## src/rtl/func_eval_pkg.sv

```systemverilog
// Shared opcodes, command-FSM encodings and float constants for the function-evaluation
// sequencer and its operand FIFO.
package func_eval_pkg;

  localparam int FLT_DATA_WIDTH = 32;
  localparam int N_WIDTH        = 2;

  localparam logic [N_WIDTH-1:0] OP_CLEAR = 2'd0;
  localparam logic [N_WIDTH-1:0] OP_GO    = 2'd1;
  localparam logic [N_WIDTH-1:0] OP_READ  = 2'd2;

  localparam logic [FLT_DATA_WIDTH-1:0] QNAN = 32'h7FC0_0000;

  typedef enum logic [2:0] {
    ST_IDLE     = 3'd0,
    ST_GO_WAIT  = 3'd1,
    ST_DRAIN    = 3'd2,
    ST_FIN_WAIT = 3'd3,
    ST_CLR      = 3'd4,
    ST_RESP     = 3'd5
  } state_t;

endpackage

```

## src/rtl/func_eval_op_fifo.sv

```systemverilog
// Operand-pair FIFO with registered full/empty. A push while full is accepted when a pop
// frees the head slot in the same cycle. flush empties it in one cycle.
module func_eval_op_fifo #(
  parameter int WIDTH = 64,
  parameter int DEPTH = 4
) (
  input  logic             clk,
  input  logic             rst,
  input  logic             flush,
  input  logic             push,
  input  logic [WIDTH-1:0] wdata,
  input  logic             pop,
  output logic [WIDTH-1:0] rdata,
  output logic             full,
  output logic             empty
);

  localparam int AW = $clog2(DEPTH);

  logic [WIDTH-1:0] mem [DEPTH];
  logic [AW-1:0]    wr_ptr;
  logic [AW-1:0]    rd_ptr;
  logic [AW:0]      count;
  logic [AW:0]      count_nxt;
  logic             do_push;
  logic             do_pop;

  assign do_pop  = pop && !empty;
  assign do_push = push && (!full || do_pop);
  assign rdata   = mem[rd_ptr];

  always_comb begin
    count_nxt = count;
    case ({do_push, do_pop})
      2'b10:   count_nxt = count + (AW+1)'(1);
      2'b01:   count_nxt = count - (AW+1)'(1);
      default: count_nxt = count;
    endcase
  end

  always_ff @(posedge clk or negedge rst) begin
    if (!rst) begin
      wr_ptr <= '0;
      rd_ptr <= '0;
      count  <= '0;
      full   <= 1'b0;
      empty  <= 1'b1;
    end else if (flush) begin
      wr_ptr <= '0;
      rd_ptr <= '0;
      count  <= '0;
      full   <= 1'b0;
      empty  <= 1'b1;
    end else begin
      if (do_push) wr_ptr <= wr_ptr + AW'(1);
      if (do_pop)  rd_ptr <= rd_ptr + AW'(1);
      count <= count_nxt;
      full  <= (count_nxt == (AW+1)'(DEPTH));
      empty <= (count_nxt == '0);
    end
  end

  // Storage carries no reset; it is only read behind a non-empty head.
  always_ff @(posedge clk) begin
    if (do_push) mem[wr_ptr] <= wdata;
  end

endmodule

```

## src/rtl/func_eval_sequencer.sv

```systemverilog
// Custom-instruction front-end for the function-evaluation pipeline: decodes CLEAR/GO/READ,
// queues GO pairs, issues them to stage_1 and drains before READ/CLEAR. FEVAL_SEQ_TIMEOUT_EN adds a drain watchdog.
module func_eval_sequencer
  import func_eval_pkg::*;
#(
  parameter int FIFO_DEPTH      = 4,
  parameter int MAX_OUTSTANDING = 8,
  parameter int CNT_WIDTH       = 4,
  parameter int TIMEOUT_CYCLES  = 1024
) (
  input  logic                      clk,
  input  logic                      rst,
  input  logic                      clk_en,
  input  logic                      start,
  input  logic [N_WIDTH-1:0]        n,
  input  logic [FLT_DATA_WIDTH-1:0] dataa,
  input  logic [FLT_DATA_WIDTH-1:0] datab,
  output logic [FLT_DATA_WIDTH-1:0] result,
  output logic                      done,
  output logic                      s1_start,
  output logic [FLT_DATA_WIDTH-1:0] s1_x_one,
  output logic [FLT_DATA_WIDTH-1:0] s1_x_two,
  input  logic                      s1_busy,
  input  logic                      retire,
  input  logic                      pipe_empty,
  output logic                      fin_start,
  input  logic                      fin_done,
  input  logic [FLT_DATA_WIDTH-1:0] fin_sum,
  output logic                      acc_clear,
  output logic                      timeout,
  output logic [2:0]                dbg_state,
  output logic [CNT_WIDTH-1:0]      dbg_outstanding
);

  // Handshakes: every strobe here (start, s1_start, retire, fin_start, fin_done, done,
  // acc_clear) is a single-cycle pulse sampled on the rising clock edge; s1_busy is a level
  // that blocks issue while high, and payloads are valid only in their strobe's cycle.

  localparam logic [CNT_WIDTH-1:0] MAX_OUT = CNT_WIDTH'(MAX_OUTSTANDING);

  state_t                      state;
  state_t                      state_nxt;
  logic [FLT_DATA_WIDTH-1:0]   hold_a;
  logic [FLT_DATA_WIDTH-1:0]   hold_b;
  logic                        is_read;
  logic [CNT_WIDTH-1:0]        outstanding;
  logic                        accept;
  logic                        issue;
  logic                        drain_ok;
  logic                        dec_ok;
  logic                        tmo_hit;
  logic                        fifo_push;
  logic [2*FLT_DATA_WIDTH-1:0] push_data;
  logic [2*FLT_DATA_WIDTH-1:0] fifo_rdata;
  logic                        fifo_full;
  logic                        fifo_empty;

  func_eval_op_fifo #(
    .WIDTH (2*FLT_DATA_WIDTH),
    .DEPTH (FIFO_DEPTH)
  ) u_fifo (
    .clk   (clk),
    .rst   (rst),
    .flush (tmo_hit),
    .push  (fifo_push),
    .wdata (push_data),
    .pop   (issue),
    .rdata (fifo_rdata),
    .full  (fifo_full),
    .empty (fifo_empty)
  );

  // The registered s1_start term spaces issues at least two cycles apart.
  assign issue    = !fifo_empty && !s1_busy && (outstanding < MAX_OUT) && !s1_start && !tmo_hit;
  assign drain_ok = fifo_empty && (outstanding == '0) && pipe_empty && !s1_start;
  assign dec_ok   = retire && (outstanding != '0);

  assign done            = (state == ST_RESP);
  assign acc_clear       = (state == ST_CLR);
  assign dbg_state       = state;
  assign dbg_outstanding = outstanding;

  always_comb begin
    state_nxt = state;
    fifo_push = 1'b0;
    push_data = {hold_a, hold_b};
    accept    = 1'b0;
    case (state)
      ST_IDLE: begin
        if (start && clk_en) begin
          accept = 1'b1;
          case (n)
            OP_GO: begin
              push_data = {dataa, datab};
              if (!fifo_full) begin
                fifo_push = 1'b1;
                state_nxt = ST_RESP;
              end else begin
                state_nxt = ST_GO_WAIT;
              end
            end
            OP_READ, OP_CLEAR: state_nxt = ST_DRAIN;
            default:           state_nxt = ST_RESP;
          endcase
        end
      end
      ST_GO_WAIT: begin
        if (!fifo_full || issue) begin
          fifo_push = 1'b1;
          state_nxt = ST_RESP;
        end
      end
      ST_DRAIN: begin
        if (drain_ok)     state_nxt = is_read ? ST_FIN_WAIT : ST_CLR;
        else if (tmo_hit) state_nxt = is_read ? ST_RESP : ST_CLR;
      end
      ST_FIN_WAIT: if (fin_done) state_nxt = ST_RESP;
      ST_CLR:      state_nxt = ST_RESP;
      ST_RESP:     state_nxt = ST_IDLE;
      default:     state_nxt = ST_IDLE;
    endcase
  end

  always_ff @(posedge clk or negedge rst) begin
    if (!rst) begin
      state       <= ST_IDLE;
      result      <= '0;
      hold_a      <= '0;
      hold_b      <= '0;
      is_read     <= 1'b0;
      s1_start    <= 1'b0;
      s1_x_one    <= '0;
      s1_x_two    <= '0;
      fin_start   <= 1'b0;
      outstanding <= '0;
    end else begin
      state     <= state_nxt;
      s1_start  <= issue;
      fin_start <= (state == ST_DRAIN) && (state_nxt == ST_FIN_WAIT);
      if (issue) {s1_x_one, s1_x_two} <= fifo_rdata;
      if (accept) begin
        hold_a  <= dataa;
        hold_b  <= datab;
        is_read <= (n == OP_READ);
        result  <= '0;
      end
      if (state == ST_FIN_WAIT && fin_done) result <= fin_sum;
      if (tmo_hit && is_read)               result <= QNAN;
      // A retire landing with an issue cancels out; a retire at zero is dropped.
      if (tmo_hit)                 outstanding <= '0;
      else if (s1_start && !dec_ok) outstanding <= outstanding + CNT_WIDTH'(1);
      else if (!s1_start && dec_ok) outstanding <= outstanding - CNT_WIDTH'(1);
    end
  end

`ifdef FEVAL_SEQ_TIMEOUT_EN
  localparam int TW = $clog2(TIMEOUT_CYCLES + 1);

  logic [TW-1:0] drain_cnt;

  assign tmo_hit = (state == ST_DRAIN) && !drain_ok && (drain_cnt == TW'(TIMEOUT_CYCLES - 1));

  always_ff @(posedge clk or negedge rst) begin
    if (!rst) begin
      drain_cnt <= '0;
      timeout   <= 1'b0;
    end else begin
      if (state == ST_DRAIN && !tmo_hit) drain_cnt <= drain_cnt + TW'(1);
      else                               drain_cnt <= '0;
      if (tmo_hit) timeout <= 1'b1;
    end
  end
`else
  // Without the watchdog DRAIN waits indefinitely; the expression is constant false.
  assign tmo_hit = (TIMEOUT_CYCLES < 0);
  assign timeout = 1'b0;
`endif

endmodule

```

## config.mk

```make
export PLATFORM = sky130hd
export DESIGN_NAME = func_eval_sequencer
export DESIGN_NICKNAME = d
export VERILOG_FILES = /design/src/rtl/func_eval_pkg.sv /design/src/rtl/func_eval_op_fifo.sv /design/src/rtl/func_eval_sequencer.sv
export SDC_FILE = /design/constraint.sdc
export NUM_CORES = 1
export LEC_CHECK = 0
export BUFFER_PORTS_ARGS = -buffer_cell sky130_fd_sc_hd__buf_2
export CAP_MARGIN = 0
export CORE_ASPECT_RATIO = 0.6
export CORE_MARGIN = 1.5
export CORE_UTILIZATION = 30
export CTS_BUF_LIST = sky130_fd_sc_hd__clkbuf_4 sky130_fd_sc_hd__clkbuf_8 sky130_fd_sc_hd__clkbuf_16
export DETAILED_ROUTE_END_ITERATION = 8
export GPL_TIMING_DRIVEN = 1
export PLACE_DENSITY_LB_ADDON = 0.08
export SLEW_MARGIN = 10
export SYNTH_ARGS = -nofsm -noshare
export SYNTH_HDL_FRONTEND = slang
export SYNTH_SLANG_ARGS = --single-unit
export TNS_END_PERCENT = 50
```

## constraint.sdc

```tcl
create_clock -name clk -period 8 [get_ports clk]
set_input_delay 0 -clock clk [delete_from_list [all_inputs] [get_ports clk]]
set_output_delay 0 -clock clk [all_outputs]
set_load 0.05 [all_outputs]
```

Word-level counts from Yosys, hierarchy flattened:

Memory sizes are Yosys's and may differ from the RTL's. A register that Yosys moved wholly into a read port is not among the register bits.
Index checks and enable logic that the tools add are counted.

* reductions and logical operators: 30
* equal/unequal tests: 11
* mux-type cells: 25
* shifts and indexed selects: 0
* $lt $le $gt $ge: 1
* div/mod/pow operators: 0
* multiply operators: 0
* $add $sub $neg: 6
* bitwise gates (word level): 0

Operators by type and width (count)
* $mux 64: 3
* $mux 32: 2
* $mux 3: 6
* $pmux 3 s5: 1
* $logic_and 1x1->1: 14
* $pmux 3 s2: 2
* $eq 3x2->1 const B: 3
* $eq 3x3->1 const B: 3
* $mux 1: 8
* $mux 4: 2
* $logic_not 1->1: 6
* $logic_not 3->1: 2
* $add 2x1->2 const B: 2
* $add 4x1->4 const B: 1
* $eq 2x1->1 const B: 2
* $eq 2x2->1 const B: 2
* $logic_not 4->1: 1
* $lt 4x4->1 const B: 1
* $reduce_bool 2->1: 2
* $reduce_bool 4->1: 1
* $sub 4x1->4 const B: 1
* $add 3x1->3 const B: 1
* $eq 3x1->1 const B: 1
* $sub 3x1->3 const B: 1
* 4 further kinds: 5

* input bits: 106
* output and inout bits: 108
* latch bits: 0
* flip-flop bits (word level): 115
* memories kept: 1
* ROM bits: 0
* logic and storage cells: 87
* bits in writable memories: 256

Memory list
* u_fifo.mem: depth 4, bits a word 64, rd ports 1, clocked after Yosys merged registers in 1, write ports 1, RTL line func_eval_op_fifo.sv:20 `logic [WIDTH-1:0] mem [DEPTH];`

Longest topological paths before layout:

Gate-level depths: netlist (run 1).

* depth in word-level cells: 11
* mapped depth: 11
* depth with buffers taken out: 10

Modules after synthesis:

A second synthesis (run 1) with hierarchy kept.

* cell total of the unflattened synthesis: 910
* area total of the unflattened synthesis: 17262.8 sq um

Modules (own cells, without submodules)
* func_eval_op_fifo: seq. area each 7913.8 sq um, cells an instance 388, area an instance 9775.6 sq um, times used 1
* func_eval_sequencer: seq. area each 4254.1 sq um, cells an instance 522, area an instance 7487.2 sq um, times used 1

Worst setup path after synthesis (run 1):

OpenSTA, ideal clock, no wires.

* path kind: reg-to-reg
* start: register state[0] (netlist: dbg_state[0])
* end: memory u_fifo.mem[0][0] (enable)
* arrival time: 3148 ps
* period minus slack after synthesis: 3577 ps
* required time: 7571 ps
* buffers on the path: 1
* setup time: 429 ps
* setup slack: 4423 ps
* cell stages (with the launch flop): 6
* path through: dfrtp_1 buf_2 and4bb_1 a31oi_1 a211oi_2 and2_1

* longest elaborated chain between the ends: 5
* elaborated cells between the ends (all ways): 6
* those cells by class: eq/ne: 1; mux: 3; reduce/logical: 2

RTL lines
* start: declaration: RTL line func_eval_sequencer.sv:41 `state_t state;`
* start signal: assignment: RTL line func_eval_sequencer.sv:137 `state <= state_nxt;`
* $eq 3x1->1 or $logic_not 3->1 (tied branches): RTL line func_eval_sequencer.sv:88 `case (state)`
* $pmux 1 s2 (*): RTL line func_eval_sequencer.sv:88
* $logic_and 1x1->1 (*): RTL line func_eval_op_fifo.sv:29 `assign do_push = push && (!full || do_pop);`
* $mux 1 (*): RTL line func_eval_op_fifo.sv:65 `if (do_push) mem[wr_ptr] <= wdata;`
* $mux 1 (not written as such) (*): RTL line func_eval_op_fifo.sv:65
* end: declaration: RTL line func_eval_op_fifo.sv:20

Every way passes the cells marked *; elsewhere a longest branch is shown, timed or not.

Worst setup path in the final report (run 1):

* start: register state[0] (netlist: dbg_state[0])
* end: memory u_fifo.mem[2][15] (enable)

The elaborated chain is that of the path after synthesis.

==> flow_summary.ini, run 1 <==
[drt]
ant_nets = 0
wl_um = 41600
drc = 0
drtPass1Iterations = 4
via_count = 9645
viasPerCell = 4.45
drt_iter0_markers = 473
wl_per_cell_um = 19.2

[synthesis]
seq_area_frac_synth_pct = 71.4
yosys_register_bits = 435
ys_warn_count = 0
syn_nets = 1169
ys_top_cells_by_area = edfxtp_1 (45%), dfrtp_1 (26%), mux4_2 (8.5%)
syn-cell-area_mm2 = 0.0171
synth.top_cell.area_share_pct = 45.1
yosys.area.top_type = edfxtp_1
synth_cells = 1053
avgSynthCellArea_um2 = 16.2
yosysUniqueCellTypes = 39

[layout]
layout_common_cells = nand2_1 (263), edfxtp_1 (256), buf_2 (211)
seq_area_mm2 = 0.0122
fin_cells = 2168
drive_above_1_share_pct = 35.8
multi_input_area_mm2 = 0.00462
area_growth_pct = 25.4
diodes = 0
mostFrequentLayoutCell = nand2_1
design_area_mm2 = 0.0214
final_nets = 1491
fillerInstances = 5327

[die]
initial_utilization_pct = 30.4
rows = 67
io_pins = 214
dieArea_mm2 = 0.0583
die_h_um = 188
design.core.area_mm2 = 0.0560
die_w_um = 311

[place]
routabilityCongestion = 0.691
port_buffers = 212
pre_cts_slack_ns = 4.72
dp_hpwl_um = 23700
postPlaceCellArea_mm2 = 0.0190
placedCellCount = 1984

[timing]
tightest_slew_ns = 1.06
layout_min_cycle_time_ns = 3.21
whs_ns = 0.0209
fmax_mhz = 311
timing.final.ws_setup_ns = 4.79
finalMaxSlewViolations = 0
setup_violations = 0
slew_headroom_pct = 29.5
fin_skew_ns = 0.0123
fin_crit_sh_pct = 40.2
finalHoldViolCount = 0
final.setup.tns_ns = 0
rsz0062_at_grt = no

[hold_path]
hold_class = in -> async

[critical_path]
worst-path-max-fanout = 52
start_kind = register
crit_type = reg -> reg
crit_start = dbg_state[0]
cp_data_required_time_ns = 8.17
ff2ff_path_depth = 5
r2r-start = dbg_state[0]
ff2ff_setup_slack_ns = 4.79
cp.arrival_ns = 3.38
critPathCaptureType = register
r2r_end = u_fifo.mem[2][15]

[clocking]
cts_tree = done
cts_buffer_depth = 3
path_clk_slew_ns = 0.06
clock-sinks = 435
insertion_delay_ns = 0.55
cts_buffers = 44
ctsResizeCount = 0
ctsHtreeMaxLevel = 2
root_buffer = clkbuf_16

[global_route]
grt_first_pass_wirelength_um = 64700
gr-total-overflow = 0
grt_max_degree = 68
grt_usage_pct = 14.4
first_global_vias = 10300
antenna_found_initial = 0

[run]
max_cap_violations = 0

[status]
outcome = complete, no violations

[pwr]
power_density_mw_per_mm2 = 409
peakVddDrop_mv = 0.156
leakagePower_uw = 0.00868
cells in the mapped netlist (all sizes together):
cell,count
mux4,64
nor3,1
and2,4
xnor2,7
o21bai,1
o21ai,4
dfrtp,178
fa,2
nand2,263
or4,2
nor2,4
a31oi,1
ha,8
a211oi,2
clkbuf,30
mux2,131
or3,3
nand2b,3
nor4,4
edfxtp,256
nand3,35
and4bb,1
xor2,2
o31ai,1
or2,2
a21oi,4
inv,7
dfstp,1
nor3b,1
nor2b,3
and3,2
buf,25
conb,1
cell type report:
class / count / area share [%]
inverters: 7 / 0.123
flip-flops and latches: 435 / 56.9
well taps: 759 / 4.44
multi-input cells: 556 / 21.6
repair buffers: 331 / 10.4
clock inverters: 22 / 0.614
clock buffers: 58 / 5.87
metal layers:
| metal | share of wire (%) | global-route usage, % | vias to the layer above | wire length (um) |
|---|---|---|---|---|
| met2 | 46 | 22.9 | 183 | 19100 |
| met5 | 0 | 0 | - | 0 |
| met1 | 47 | 20.4 | 4915 | 19800 |
| met3 | 5.1 | 3.02 | 55 | 2100 |
| met4 | 1.7 | 3.08 | 0 | 695 |
| li1 | - | - | 4492 | - |
where the power goes:
group	internal, uW	switching, uW	leakage (uW)
combinational	1100	1970	0.00339
sequential	3290	385	0.00458
clock	1140	869	0.000710
total	5520	3230	0.00868
flip-flops by register name, summed over array words and instances (netlist names), 4 cells and up:
signal / cells
dbg_outstanding: 4
hold_a: 32
hold_b: 32
result: 32
s1_x_one: 32
s1_x_two: 32
u_fifo.mem: 256
how the worst max path moves through the flow:
stage	endpoint	slack (ns)	depth (start not counted)
3_5_place_dp	u_fifo.mem[1][10]	4.72	5
6_report	u_fifo.mem[2][15]	4.79	5
3_3_place_gp	u_fifo.mem[3][26]	4.74	5
5_1_grt	u_fifo.mem[2][15]	4.52	5
4_1_cts	u_fifo.mem[2][16]	4.69	5
2_1_floorplan	u_fifo.mem[0][0]	4.42	5
worst max-delay path, cell delays in order (launching register included):
cell	delay (ns)
dfrtp_1	0.50
and4bb_1	0.45
a31oi_1	0.15
a211oi_2	0.54
and2_4	0.38
buf_4	0.76
repair_timing:
item / CTS / global route
endpoints found under the hold margin: 420 / 0
hold buffers: 104 / 0
setup buffers: 0 / 0
per-stage QoR:
stage          utilization [%]  total power (uW)
3_5_place_dp              33.8              6830
5_1_grt                   38.2              9260
4_1_cts                   38.2              8920
2_1_floorplan                -              5900
6_report                  38.2              8740
3_3_place_gp              33.8              6810
logic make-up (layout without fill, tap and decap cells):
group / after synthesis / after routing / share of synthesized area, %
fa+ha+maj: 10 / 10 / 0.822
buf+inv: 62 / 418 / 1.74
mux: 195 / 195 / 17.1
xor+xnor: 9 / 9 / 0.462
flops: 435 / 435 / 71.4
compound gates: 13 / 13 / 0.477
other cells: 1 / 1 / 0.0220
simple gates: 328 / 328 / 8.01
No activity file was read; power rests on OpenSTA's default activity.
==> run 2: changes to the inputs <==
- clock period: 8 -> 3.37 ns (I/O delays scaled with it)
==> flow_summary.ini, run 2 (synthesis results as in run 1) <==
[layout]
largest_reg_flops = 256
area_growth_pct = 27.0
top_register = u_fifo.mem
mostFrequentLayoutCell = nand2_1
drive_above_1_share_pct = 36.5
final_nets = 1505
fillerInstances = 5303
fin_util_pct = 38.7
layout_common_cells = nand2_1 (263), edfxtp_1 (256), buf_2 (211)

[status]
outcome = complete, no violations

[timing]
setup_violations = 0
fin_crit_sh_pct = 83.9
slew_headroom_pct = 45.1
finalHoldViolCount = 0
fmax_mhz = 354
finalMaxSlewViolations = 0
tightest_slew_ns = 0.824
layout_min_cycle_time_ns = 2.83
timing.final.ws_setup_ns = 0.544
fin_skew_ns = 0.0144
rsz0062_at_grt = no

[critical_path]
critPathCaptureType = register
cp_data_required_time_ns = 3.85
ff2ff_setup_slack_ns = 0.54
cp.depth = 9
start_kind = register
crit_path_max_incr_delay_ns = 0.50
ff2ff_path_depth = 9
cp.arrival_ns = 3.31
critical-path-top-delay-family = simple AND/OR/NAND/NOR gates
worst-path-max-fanout = 12
crit_chain = and4bb_1, a31oi_1, a211oi_2, inv_1, ha_1, fa_1, mux2_2, or2_2, nor2b_1
r2r-start = dbg_state[0]
crit_type = reg -> reg
path_buf_inv = 1
r2r_end = u_fifo.full
slowest_stage = dfrtp_1

[die]
dieArea_mm2 = 0.0583
initial_utilization_pct = 30.4
die_h_um = 188
die_w_um = 311
design.core.area_mm2 = 0.0560
rows = 67
io_pins = 214

[global_route]
gr-total-overflow = 0
first_global_vias = 10300
grt_usage_pct = 14.7
grt_max_degree = 70
antenna_found_initial = 1
grt_first_pass_wirelength_um = 65600

[pwr]
peakVddDrop_mv = 0.385
power_density_mw_per_mm2 = 970
leakagePower_uw = 0.00880

[drt]
drc = 0
viasPerCell = 4.45
ant_nets = 0
wl_um = 42400
drtPass1Iterations = 5
via_count = 9714
wl_per_cell_um = 19.4
drt_iter0_markers = 504

[clocking]
root_buffer = clkbuf_16
path_clk_slew_ns = 0.07
cts_buffers = 45
insertion_delay_ns = 0.56
cts_tree = done
clock-sinks = 435
ctsHtreeMaxLevel = 2
cts_buffer_depth = 3

[run]
max_cap_violations = 0

[place]
port_buffers = 212
pre_cts_slack_ns = 0.527
routabilityCongestion = 0.724
dp_hpwl_um = 25000

[hold_path]
hold_class = in -> async
## run 2: layout make-up
cell class / instances / area, um^2 / area share [%]
multi-input combinational: 556 / 4620 / 21.3
clock buffer: 67 / 1350 / 6.21
antenna: 1 / 2.50 / 0.0116
sequential: 435 / 12200 / 56.2
clock inverter: 15 / 76.3 / 0.352
inverter: 7 / 26.3 / 0.121
tap: 759 / 950 / 4.38
timing repair buffer: 344 / 2470 / 11.4
## run 2: how the worst max path moves through the flow
stage	start	slack (ns)	endpoint
CTS	dbg_state[0]	0.53	u_fifo.full
global placement	dbg_state[0]	0.57	u_fifo.full
detailed placement	dbg_state[0]	0.53	u_fifo.full
global route	dbg_state[0]	0.35	u_fifo.full
finish	dbg_state[0]	0.54	u_fifo.full
floorplan	dbg_state[0]	-0.21	u_fifo.mem[0][0]
## run 2: metal layers
layer | wire length [um] | global-route usage, %
met2 | 19100 | 22.7
met3 | 1900 | 3.14
met5 | 0 | 0
met4 | 620 | 2.91
met1 | 20800 | 21.4
## run 2: power breakdown
group / internal [uW] / total, uW / leakage (uW) / switching (uW)
registers: 7790 / 8660 / 0.00458 / 871
logic: 2760 / 7540 / 0.00350 / 4780
clock network: 2760 / 4820 / 0.000722 / 2060
## run 2: repair_timing
item                      4_1_cts  5_1_grt
buffers inserted                0        0
hold buffers                  102        0
gates resized for setup         0        0
hold endpoints to repair      419        0
## run 2: through the flow
| step | std cells | total power, uW | TNS, ns | area (um^2) | hold WS, ns |
|---|---|---|---|---|---|
| final | 2184 | 21000 | 0 | 21700 | 0.0442 |
| after detailed placement | 1999 | 16400 | 0 | 19200 | 0.0878 |
| after floorplan | 1053 | 14000 | -26.40 | 17100 | -0.296 |
| after global routing | 2183 | 22200 | 0 | 21700 | 0.0849 |
| after CTS | 2183 | 21400 | 0 | 21700 | 0.0378 |
| after global placement | 1999 | 16300 | 0 | 19200 | 0.0886 |
